**config.mk**
```make
export PLATFORM = sky130hd
export DESIGN_NAME = snn_spike_encoder
export DESIGN_NICKNAME = d
export VERILOG_FILES = /design/src/rtl/snn_encoder_pkg.sv /design/src/rtl/snn_lfsr16.sv /design/src/rtl/snn_spike_encoder.sv
export SDC_FILE = /design/constraint.sdc
export NUM_CORES = 1
export LEC_CHECK = 0
export ABC_CLOCK_PERIOD_IN_PS = 5300
export BUFFER_PORTS_ARGS = -buffer_cell sky130_fd_sc_hd__buf_2
export CORE_ASPECT_RATIO = 0.9
export CORE_MARGIN = 1.5
export CORE_UTILIZATION = 55
export DETAILED_ROUTE_END_ITERATION = 7
export GPL_TIMING_DRIVEN = 0
export PLACE_DENSITY = 0.73
export RECOVER_POWER = 25
export SYNTH_ARGS = -nofsm -noshare
export SYNTH_HDL_FRONTEND = slang
export SYNTH_HIERARCHICAL = 1
export SYNTH_SLANG_ARGS = --single-unit
```
**constraint.sdc**
```tcl
create_clock -name clk -period 5.3 [get_ports clk]
set_input_delay 0.795 -clock clk [delete_from_list [all_inputs] [get_ports clk]]
set_output_delay 0.795 -clock clk [all_outputs]
set_load 0.01 [all_outputs]
```
**src/rtl/snn_encoder_pkg.sv**
```systemverilog
// Shared types and LFSR helpers for the rate-coded spike encoder.
// Galois LFSR taps x^16+x^14+x^13+x^11+1 and per-channel seed derivation.
package snn_encoder_pkg;

    typedef enum logic [1:0] {
        IDLE = 2'd0,
        RUN  = 2'd1,
        DONE = 2'd2
    } enc_state_t;

    localparam logic [15:0] LFSR_POLY = 16'hB400;

    // Rotate the base seed left by (idx mod 16); a nonzero base stays nonzero.
    function automatic logic [15:0] lfsr_seed(input logic [15:0] base, input int idx);
        logic [15:0] s;
        int          rot;
        s   = base;
        rot = idx % 32'sd16;
        for (int k = 32'sd0; k < 32'sd15; k++) begin
            if (k < rot) begin
                s = {s[14:0], s[15]};
            end else begin
                s = s;
            end
        end
        return s;
    endfunction

    // One right-shifting Galois step.
    function automatic logic [15:0] lfsr_next(input logic [15:0] state);
        return {1'b0, state[15:1]} ^ (state[0] ? LFSR_POLY : 16'h0000);
    endfunction

endpackage

```
**src/rtl/snn_lfsr16.sv**
```systemverilog
// 16-bit Galois LFSR with enable; reloads SEED on synchronous reset.
module snn_lfsr16
    import snn_encoder_pkg::*;
#(
    parameter logic [15:0] SEED = 16'hACE1
) (
    input  logic        clk,
    input  logic        rst,
    input  logic        en,
    output logic [15:0] q
);

    logic [15:0] q_r;

    // LFSR state register: seed on reset, one step per enabled cycle.
    always_ff @(posedge clk) begin
        if (rst) begin
            q_r <= SEED;
        end else if (en) begin
            q_r <= lfsr_next(q_r);
        end else begin
            q_r <= q_r;
        end
    end

    assign q = q_r;

endmodule

```
**src/rtl/snn_spike_encoder.sv**
```systemverilog
// Rate-coded spike encoder: accepts a pixel vector, then emits NUM_STEPS cycles
// of Bernoulli spikes per channel using independent 16-bit LFSRs.
module snn_spike_encoder
    import snn_encoder_pkg::*;
#(
    parameter int          NUM_INPUTS  = 1,
    parameter int          PIXEL_WIDTH = 8,
    parameter int          NUM_STEPS   = 100,
    parameter logic [15:0] LFSR_SEED   = 16'hACE1
) (
    input  logic                              clk,
    input  logic                              rst,
    input  logic                              pixel_valid,
    output logic                              pixel_ready,
    input  logic [NUM_INPUTS*PIXEL_WIDTH-1:0] pixel_data,
    output logic [NUM_INPUTS-1:0]             spike_out,
    output logic                              spike_valid,
    output logic                              busy,
    output logic                              done
);

    localparam int                 CNT_W     = $clog2(NUM_STEPS + 1);
    localparam logic [CNT_W-1:0]   LAST_STEP = CNT_W'(NUM_STEPS - 1);
    localparam logic [CNT_W-1:0]   STEP_ONE  = CNT_W'(32'd1);
    localparam logic [15:0]        PIX_MASK  = 16'((32'd1 << PIXEL_WIDTH) - 32'd1);

    enc_state_t                          state_r;
    enc_state_t                          next_state_s;
    logic [CNT_W-1:0]                    step_r;
    logic [NUM_INPUTS*PIXEL_WIDTH-1:0]   pixel_r;
    logic [NUM_INPUTS-1:0]               spike_cmp_s;
    logic [NUM_INPUTS-1:0]               spike_out_r;
    logic                                spike_valid_r;
    logic                                busy_r;
    logic                                done_r;
    logic                                accept_s;
    logic                                run_step_s;

    assign accept_s   = (state_r == IDLE) && pixel_valid;
    // Outputs and LFSR advance are keyed on the next state so that the
    // registered outputs line up with the state the FSM is in.
    assign run_step_s = (next_state_s == RUN);

    // Next-state decode.
    always_comb begin
        next_state_s = state_r;
        case (state_r)
            IDLE: begin
                if (pixel_valid) begin
                    next_state_s = RUN;
                end else begin
                    next_state_s = IDLE;
                end
            end
            RUN: begin
                if (step_r == LAST_STEP) begin
                    next_state_s = DONE;
                end else begin
                    next_state_s = RUN;
                end
            end
            DONE:    next_state_s = IDLE;
            default: next_state_s = IDLE;
        endcase
    end

    // State register.
    always_ff @(posedge clk) begin
        if (rst) begin
            state_r <= IDLE;
        end else begin
            state_r <= next_state_s;
        end
    end

    // Step counter and pixel bank; pixels only change on an accepted handshake.
    always_ff @(posedge clk) begin
        if (rst) begin
            step_r  <= {CNT_W{1'b0}};
            pixel_r <= {(NUM_INPUTS*PIXEL_WIDTH){1'b0}};
        end else if (accept_s) begin
            step_r  <= {CNT_W{1'b0}};
            pixel_r <= pixel_data;
        end else if (state_r == RUN) begin
            step_r  <= step_r + STEP_ONE;
            pixel_r <= pixel_r;
        end else begin
            step_r  <= step_r;
            pixel_r <= pixel_r;
        end
    end

    for (genvar i = 0; i < NUM_INPUTS; i++) begin : g_ch
        logic [15:0]            lfsr_q_s;
        logic [PIXEL_WIDTH-1:0] pix_s;

        snn_lfsr16 #(
            .SEED (lfsr_seed(LFSR_SEED, i))
        ) u_lfsr (
            .clk (clk),
            .rst (rst),
            .en  (run_step_s),
            .q   (lfsr_q_s)
        );

        // The first timestep is produced on the handshake edge, before the bank is loaded.
        assign pix_s = accept_s ? pixel_data[i*PIXEL_WIDTH +: PIXEL_WIDTH]
                                : pixel_r[i*PIXEL_WIDTH +: PIXEL_WIDTH];

        assign spike_cmp_s[i] = (pix_s == {PIXEL_WIDTH{1'b1}}) ||
                                ((lfsr_q_s & PIX_MASK) < 16'(pix_s));
    end

    // Registered outputs.
    always_ff @(posedge clk) begin
        if (rst) begin
            spike_out_r   <= {NUM_INPUTS{1'b0}};
            spike_valid_r <= 1'b0;
            busy_r        <= 1'b0;
            done_r        <= 1'b0;
        end else begin
            spike_out_r   <= run_step_s ? spike_cmp_s : {NUM_INPUTS{1'b0}};
            spike_valid_r <= run_step_s;
            busy_r        <= (next_state_s != IDLE);
            done_r        <= (next_state_s == DONE);
        end
    end

    assign pixel_ready = (state_r == IDLE);
    assign spike_out   = spike_out_r;
    assign spike_valid = spike_valid_r;
    assign busy        = busy_r;
    assign done        = done_r;

endmodule
```
Word-level counts from Yosys, hierarchy flattened
Cells that the tools add are included.
{"block": "classes", "eq_ne": 5, "n_lt_le_gt_ge": 1, "add_sub_neg": 1, "bitwise": 2, "mux": 5, "n_reduce_logical": 6}
{"op": "2-to-1 mux 16 bit", "count": 1}
{"op": "XOR 15 x 16 -> 16 bit", "count": 1}
{"op": "equality test 8 bit, second input constant", "count": 1}
{"op": "< comparator 8 bit", "count": 1}
{"op": "2-to-1 mux 8 bit", "count": 1}
{"op": "adder 7 x 1 -> 7 bit, second input constant", "count": 1}
{"op": "equality test 7 bit, second input constant", "count": 1}
{"op": "equality test 2 x 1 -> 1 bit, second input constant", "count": 2}
{"op": "case mux 2 bit (2 select lines)", "count": 1}
{"op": "OR reduction 2 bit", "count": 2}
{"op": "equality test 2 bit, second input constant", "count": 1}
{"op": "logical NOT 2 bit", "count": 1}
{"op": "2-to-1 mux 2 bit", "count": 1}
{"op": "nonzero test 2 bit", "count": 1}
{"op": "logical AND 1 bit", "count": 1}
{"op": "logical OR 1 bit", "count": 1}
{"op": "2-to-1 mux 1 bit", "count": 1}
{"op": "inverter 1 bit", "count": 1}
{"block": "totals", "out_inout_bits": 5, "regBits": 37, "word_cells": 28}

Logic depth before layout (Yosys ltp)
Gate-level depths: netlist (run 1).
{"block": "depth", "word_depth": 6, "depth_mapped": 9, "mapped_depth_nobuf": 7}

Modules after synthesis
The synthesis (run 1) kept the hierarchy.
{"mod": "snn_spike_encoder", "n_inst": 1, "area_per_inst_um2": 1054.8, "seq_area_each_um2": 420.4, "cells_per_inst": 106}
{"mod": "snn_lfsr16", "n_inst": 1, "area_per_inst_um2": 629.4, "seq_area_each_um2": 320.3, "cells_per_inst": 56}

Worst setup path after synthesis (run 1)
No wires, ideal clock.
{"block": "synth_timing", "kind": "input to register", "from": "in pixel_valid", "to": "reg spike_out_r, in the netlist spike_out", "path_slack_ps": 2793, "path_buffers": 1, "t_arrival_ps": 2420, "stages": 8, "path_cell_list": "nor3b_4 -> buf_4 -> mux2i_1 -> ha_1 -> and3_1 -> a221oi_1 -> o211ai_1 -> o31ai_1"}
{"block": "synth_between", "elab_chain_cells": 5, "elab_cells_between_ends": 10, "classes_between": "order compare (1); eq/ne (2); mux (3); bitwise (1); reduce/logical (3)"}
{"element": "from (decl)", "line_no": "snn_spike_encoder.sv:13", "rtl": "input logic pixel_valid,"}
{"element": "branches (longest 5 deep; another with < comparator 8 bit)"}
{"element": "to (signal assigned)", "line_no": "snn_spike_encoder.sv:117", "rtl": "spike_out_r <= {NUM_INPUTS{1'b0}};"}
{"element": "to (signal assigned)", "line_no": "snn_spike_encoder.sv:122", "rtl": "spike_out_r <= run_step_s ? spike_cmp_s : {NUM_INPUTS{1'b0}};"}
{"element": "to (decl)", "line_no": "snn_spike_encoder.sv:32", "rtl": "logic [NUM_INPUTS-1:0] spike_out_r;"}
Parallel ways; which one is timed is not known.
A chain may end at the register's enable or synchronous reset.

Worst setup path in the final report (run 1)
Ends and elaborated chain as after synthesis.

==> reports/metrics.yaml, run 1 <==
cts:
  cts_tree: "yes"
  htreeDepth: 2
  cts_max_path_buffers: 2
  cts_buffers: 5
  ctsHoldBuffers: 0
  postCtsSetupRepairBufs: 0
  cts_resized: 0
  cts.clk_slew.worst_paths_ps: 120
  clkLatencyLatePin_ps: 350
  cts_root_buf: "clkbuf_4"
  clkSinkCount: 37
finish:
  final_nets: 202
  final_area_um2: 1882
  layout_commonest_cell: "dfxtp_1"
  drive_above_1_share_pct: 18.38
  layout_common_cells: "37 x dfxtp_1, 23 x nor2_1, 15 x buf_2"
  n_antenna_cell: 0
  syn_to_final_growth_pct: 11.74
  finalNonFillerCells: 225
synth:
  avgSynthCellArea_um2: 10.40
  synth_nets: 180
  synthTopCellsByArea: "dfxtp_1 44%, mux2i_1 8.3%, ha_1 5.2%"
  postSynthCellCount: 162
  ys_types: 46
  ys_ff_latch: 37
  ys_seq_area_share_pct: 43.98
  yosysWarnings: 6
  yosys.area.top_type_share_pct: 43.98
  yosysTopAreaCell: "dfxtp_1"
  syn_area_um2: 1684
floorplan:
  die_w_um: 61.33
  fp.coreArea_um2: 2838
  rows: 18
  die_h_um: 55.50
  boundaryPins: 16
  start_util_pct: 59.35
  dieArea_um2: 3404
timing:
  final.period_utilization_pct: 60.01
  finalWorstSetupSlack_ps: 2120
  hold_viol: 0
  fin_crit_ps: 3180
  final_max_slew_viol_count: 0
  tns_ps: 0
  max_freq_mhz: 314.4
  grt_setup_unrepaired: "no"
  skew_ps: 13.03
  tightest_slew_ps: 710.5
  relSlewSlack_pct: 51.97
  finalSetupViolations: 0
placed_design:
  dp_hpwl_mm: 2.255
  post-place-cells: 217
  port_buffers: 15
  placed_area_um2: 1809
  post-place-ws_ps: 2358
  place.gp.congestion: 0.7397
critical_path:
  crit_buf_inv: 2
  worst_path_largest_cell_delay_ps: 500
  cp_max_fo: 10
  cp-end-kind: "flip-flop"
  critPathRequiredTime_ps: 5580
  cp_slowest_cell: "clkbuf_1"
  worstSetupStartpointType: "input pin"
  critical_path_class: "in -> reg"
  cp_common_cell: "clkbuf_1"
  critPathArrivalTime_ps: 3460
  cp_top_family: "simple AND/OR/NAND/NOR gates"
  cp_cell_sequence: "clkbuf_1, nor3b_1, clkbuf_1, mux2i_1, ha_1, and3_1, a221oi_1, o211ai_1, o31ai_1"
global_routing:
  overflow: 0
  grt_start_max_net_pins: 13
  grt_pass1_vias: 1253
  antenna_found_initial: 0
  grt_usage_pct: 21.03
  grt_pass1_wl_mm: 5.375
pwr:
  ir_drop_uv: 239.5
  power_leakage_uw: 0.0008134
  p_per_area_nw_per_um2: 334.9
route:
  first_pass_iters: 4
  drc: 0
  dr_total_vias: 1233
  drt-initial-drc-count: 38
  wl_mm: 3.084
  avgRoutedWirePerCell_um: 13.71
  viasPerCell: 5.480
  antenna_left: 0
run_status:
  status: "finished, final reports clean"
worst_hold_path:
  hold_class: "reg -> reg"
flow_run:
  maxCapViolCount: 0
worst paths after layout:
kind	depth (start not counted)	from	to	slack (ps)
worst min-delay path	1	g_ch[0].u_lfsr/q[12]	g_ch[0].u_lfsr/q[11]	480
worst max-delay path	9	pixel_valid	spike_out	2120
worst max register to register	9	state_r[0]	spike_out	2290
worst min register to register	1	g_ch[0].u_lfsr/q[12]	g_ch[0].u_lfsr/q[11]	480
cells in the mapped netlist, drive strengths merged:
master and count:
a31oi 1, inv 4, o21bai 1, o21ai 1, a311oi 3, nand2 3, o31ai 1, nand4 2
o211ai 3, nand4bb 1, and2b 5, nor2 23, o21a 1, nor2b 4, nor3b 1, nand3b 1
buf 6, nor3 4, a21oi 4, clkbuf 3, and2 1, a211oi 2, nand3 2, or3 1
and3 4, a221oi 1, xor2 3, a21o 1, mux2 1, and4b 2, xnor2 5, nor4b 1
and4 1, ha 7, dfxtp 37, a211o 6, mux2i 14, or2 1
cells by family (layout without fill, tap and decap cells):
logic type,count (synthesis),in the layout,share of synthesized area [%]
and+or+nand+nor,57,57,19.84
xor gates and xnor gates,8,8,4.161
buffers and inverters,13,36,5.200
adders and majority gates,7,7,5.200
AOI/OAI and AO/OA,25,25,12.41
DFF,37,37,43.98
muxes,15,15,9.212
cell type report:
type	instances	area (um^2)
fillers	236	955.9
multi-input cells	112	832.0
flip-flops and latches	37	740.7
repair buffers	15	72.57
plain buffers	9	68.82
clock inverters	3	65.06
well taps	40	50.05
clock buffers	5	37.54
inverters	4	15.01
layer usage:
layer | share of wire (%) | GRT usage, % | vias to the layer above
li1 | - | - | 625
met1 | 48 | 26.36 | 582
met2 | 47 | 32.67 | 22
met3 | 4.2 | 7.728 | 4
met4 | 0.88 | 7.599 | 0
met5 | 0 | 0 | -
where the power goes:
part	total [uW]	internal (uW)	switching [uW]
logic	81.0	40.2	40.8
clock network	242	146	96.5
registers	307	296	11.1
registers in the layout (all words and copies together) (netlist names):
name and count:
spike_out 1, step_r 7, spike_valid 1, g_ch.u_lfsr/q 16, pixel_r 8, done 1, state_r 2, busy 1
stage by stage:
step           total power (uW)  utilization (%)  hold WS [ps]
6_report                  630.1            66.31         481.3
2_1_floorplan             373.3                -         438.3
5_1_grt                   660.2            66.31         504.4
3_3_place_gp              391.0            63.76         450.3
4_1_cts                   637.6            67.37         485.8
3_5_place_dp              395.4            63.76         454.3
Power figures use the tool's default switching activity.
==> inputs of run 2 (changes only) <==
ABC_AREA = 1   (was unset)
ABC_CLOCK_PERIOD_IN_PS = 2700   (was 5300)
CORE_UTILIZATION = 52   (was 55)
PLACE_DENSITY = 0.72   (was 0.73)
clock period = 2.7 ns   (was 5.3 ns; I/O delays follow)
==> run 2 against run 1 <==
Net effect: clock skew fell by 5.0 ps; register-to-register slack got worse by 1800 ps; flip-flop and latch count did not move; largest cell class unchanged.
==> reports/metrics.yaml, run 2 <==
placed_design:
  post-place-cells: 274
  dp_hpwl_mm: 2.240
  port_buffers: 15
  place.gp.congestion: 0.7434
critical_path:
  cp_common_cell: "nand2_1"
  cp-end-kind: "flip-flop"
  cp_max_fo: 10
  worstSetupStartpointType: "flip-flop"
  critical_path_class: "reg -> reg"
  cp_top_family: "compound AO/OA/AOI/OAI gates"
  crit_buf_inv: 4
  worst_path_largest_cell_delay_ps: 390
  critPathRequiredTime_ps: 2980
  cp_slowest_cell: "o21ai_0"
  cp_cell_sequence: "nor2_1, nand2_2, buf_6, clkinvlp_2, o21ai_0, ha_1, inv_1, o21bai_1, inv_1, nand2_1, nand2_1, nand2_1, a21oi_2"
  critPathArrivalTime_ps: 2460
synth:
  synth_common_cells: "44 x nand2_1, 37 x dfxtp_1, 36 x nor2_1, 24 x inv_1"
  async_flop_share_pct: 0
  avgSynthCellArea_um2: 7.749
  yosysWarnings: 6
  synth_nets: 235
  synth_flop_cell: "dfxtp_1"
  yosysTopAreaCell: "dfxtp_1"
  ys_ff_latch: 37
  synth_edf_count: 0
  synthTopCellsByArea: "dfxtp_1 44%, nand2_1 9.8%, nor2_1 8.0%"
  postSynthCellCount: 217
  ys_seq_area_share_pct: 44.05
  yosys.cell_count.top_type: "nand2_1"
  syn_area_um2: 1682
  yosys.area.top_type_share_pct: 44.05
  ys_types: 33
cts:
  cts_buffers: 5
  postCtsSetupRepairBufs: 0
  htreeDepth: 2
  clkSinkCount: 37
  cts.clk_slew.worst_paths_ps: 120
  cts_root_buf: "clkbuf_4"
  clkLatencyLatePin_ps: 340
  cts_resized: 0
  cts_max_path_buffers: 2
  ctsHoldBuffers: 0
  cts_tree: "yes"
worst_hold_path:
  hold_class: "in -> reg"
finish:
  finalNonFillerCells: 282
  syn_to_final_growth_pct: 12.50
  layout_commonest_cell: "nand2_1"
  largest_reg_flops: 16
  fillerInstances: 286
  drive_above_1_share_pct: 15.00
  final_nets: 257
  layout_common_cells: "44 x nand2_1, 37 x nor2_1, 37 x dfxtp_1"
  n_antenna_cell: 0
pwr:
  ir_drop_uv: 434.5
  power_leakage_uw: 0.0008776
  p_per_area_nw_per_um2: 687.6
route:
  first_pass_iters: 6
  wl_mm: 2.984
  drc: 0
  drt-initial-drc-count: 43
  dr_total_vias: 1373
  avgRoutedWirePerCell_um: 10.58
  antenna_left: 0
  viasPerCell: 4.869
global_routing:
  overflow: 0
  grt_start_max_net_pins: 13
  grt_usage_pct: 17.94
  grt_pass1_vias: 1174
  antenna_found_initial: 0
  grt_pass1_wl_mm: 4.954
timing:
  tightest_slew_ps: 465.5
  fin_crit_ps: 2177
  skew_ps: 8.055
  relSlewSlack_pct: 68.68
  tns_ps: 0
  max_freq_mhz: 459.4
  final_max_slew_viol_count: 0
  grt_setup_unrepaired: "no"
  hold_viol: 0
  finalSetupViolations: 0
  final.period_utilization_pct: 80.63
floorplan:
  die_h_um: 56.95
  dieArea_um2: 3585
  die_w_um: 62.95
  start_util_pct: 54.83
  fp.coreArea_um2: 3067
  rows: 19
  boundaryPins: 16
flow_run:
  maxCapViolCount: 0
run_status:
  status: "finished, final reports clean"
==> run 2: cell types whose count changed after synthesis, moves of 6 or more <==
cell	before	now
inv_1	4	24
mux2i_1	14	2
a211o_1	6	0
o21ai_0	1	8
a21oi_1	4	11
nor2_1	23	36
nand3_1	2	11
nand2_1	3	44
==> run 2: worst paths after layout <==
| path | startpoint | to | slack [ps] | cells after the start |
|---|---|---|---|---|
| max | state_r[1] | spike_out | 520 | 13 |
| min reg2reg | g_ch[0].u_lfsr/q[11] | g_ch[0].u_lfsr/q[11] | 470 | 2 |
| min | rst | busy | 350 | 2 |
| max reg2reg | state_r[1] | spike_out | 520 | 13 |
==> run 2: where the power goes <==
group / switching, uW / internal (uW)
registers: 23.9 / 589
clock network: 189 / 287
logic: 125 / 88.3
total: 337 / 963
==> run 2: cell type report <==
type	instances	area (um^2)	share of cell area [%]
clock inverters	3	65.06	3.439
clock buffers	5	37.54	1.984
repair buffers	15	70.07	3.704
well taps	42	52.55	2.778
inverters	27	107.6	5.688
plain buffers	6	68.82	3.638
multi-input cells	147	749.5	39.62
flip-flops and latches	37	740.7	39.15
==> run 2: cells by family (layout without fill, tap and decap cells) <==
logic type               after synthesis  after routing  synth area share (%)
buffers and inverters                 33             56                 10.71
XOR/XNOR                               3              3                 1.563
flip-flops                            37             37                 44.05
multiplexers                           2              2                 1.191
AO/OA/AOI/OAI                         29             29                 10.27
adder cells (fa/ha/maj)                7              7                 5.208
AND/OR/NAND/NOR                      106            106                 27.01
==> run 2: routing by layer <==
layer  track usage, %  vias up  part of all wire, %
met5                0        -                    0
met4            9.524        0                  1.5
met3            4.142        6                  3.5
met2            28.57       24                   45
met1            22.89      619                   50
li1                 -      724                    -
==> run 2: stage by stage <==
stage / hold WS [ps] / setup slack (ps) / power (uW) / utilization (%) / instance area, um^2
floorplan: 434.0 / 982.0 / 790.3 / - / 1682
global placement: 448.4 / 660.8 / 837.6 / 59.00 / 1809
detailed placement: 451.5 / 622.6 / 844.5 / 59.00 / 1809
CTS: 350.6 / 680.2 / 1316 / 62.34 / 1912
global route: 353.1 / 299.3 / 1369 / 61.69 / 1892
finish: 352.6 / 523.1 / 1301 / 61.69 / 1892
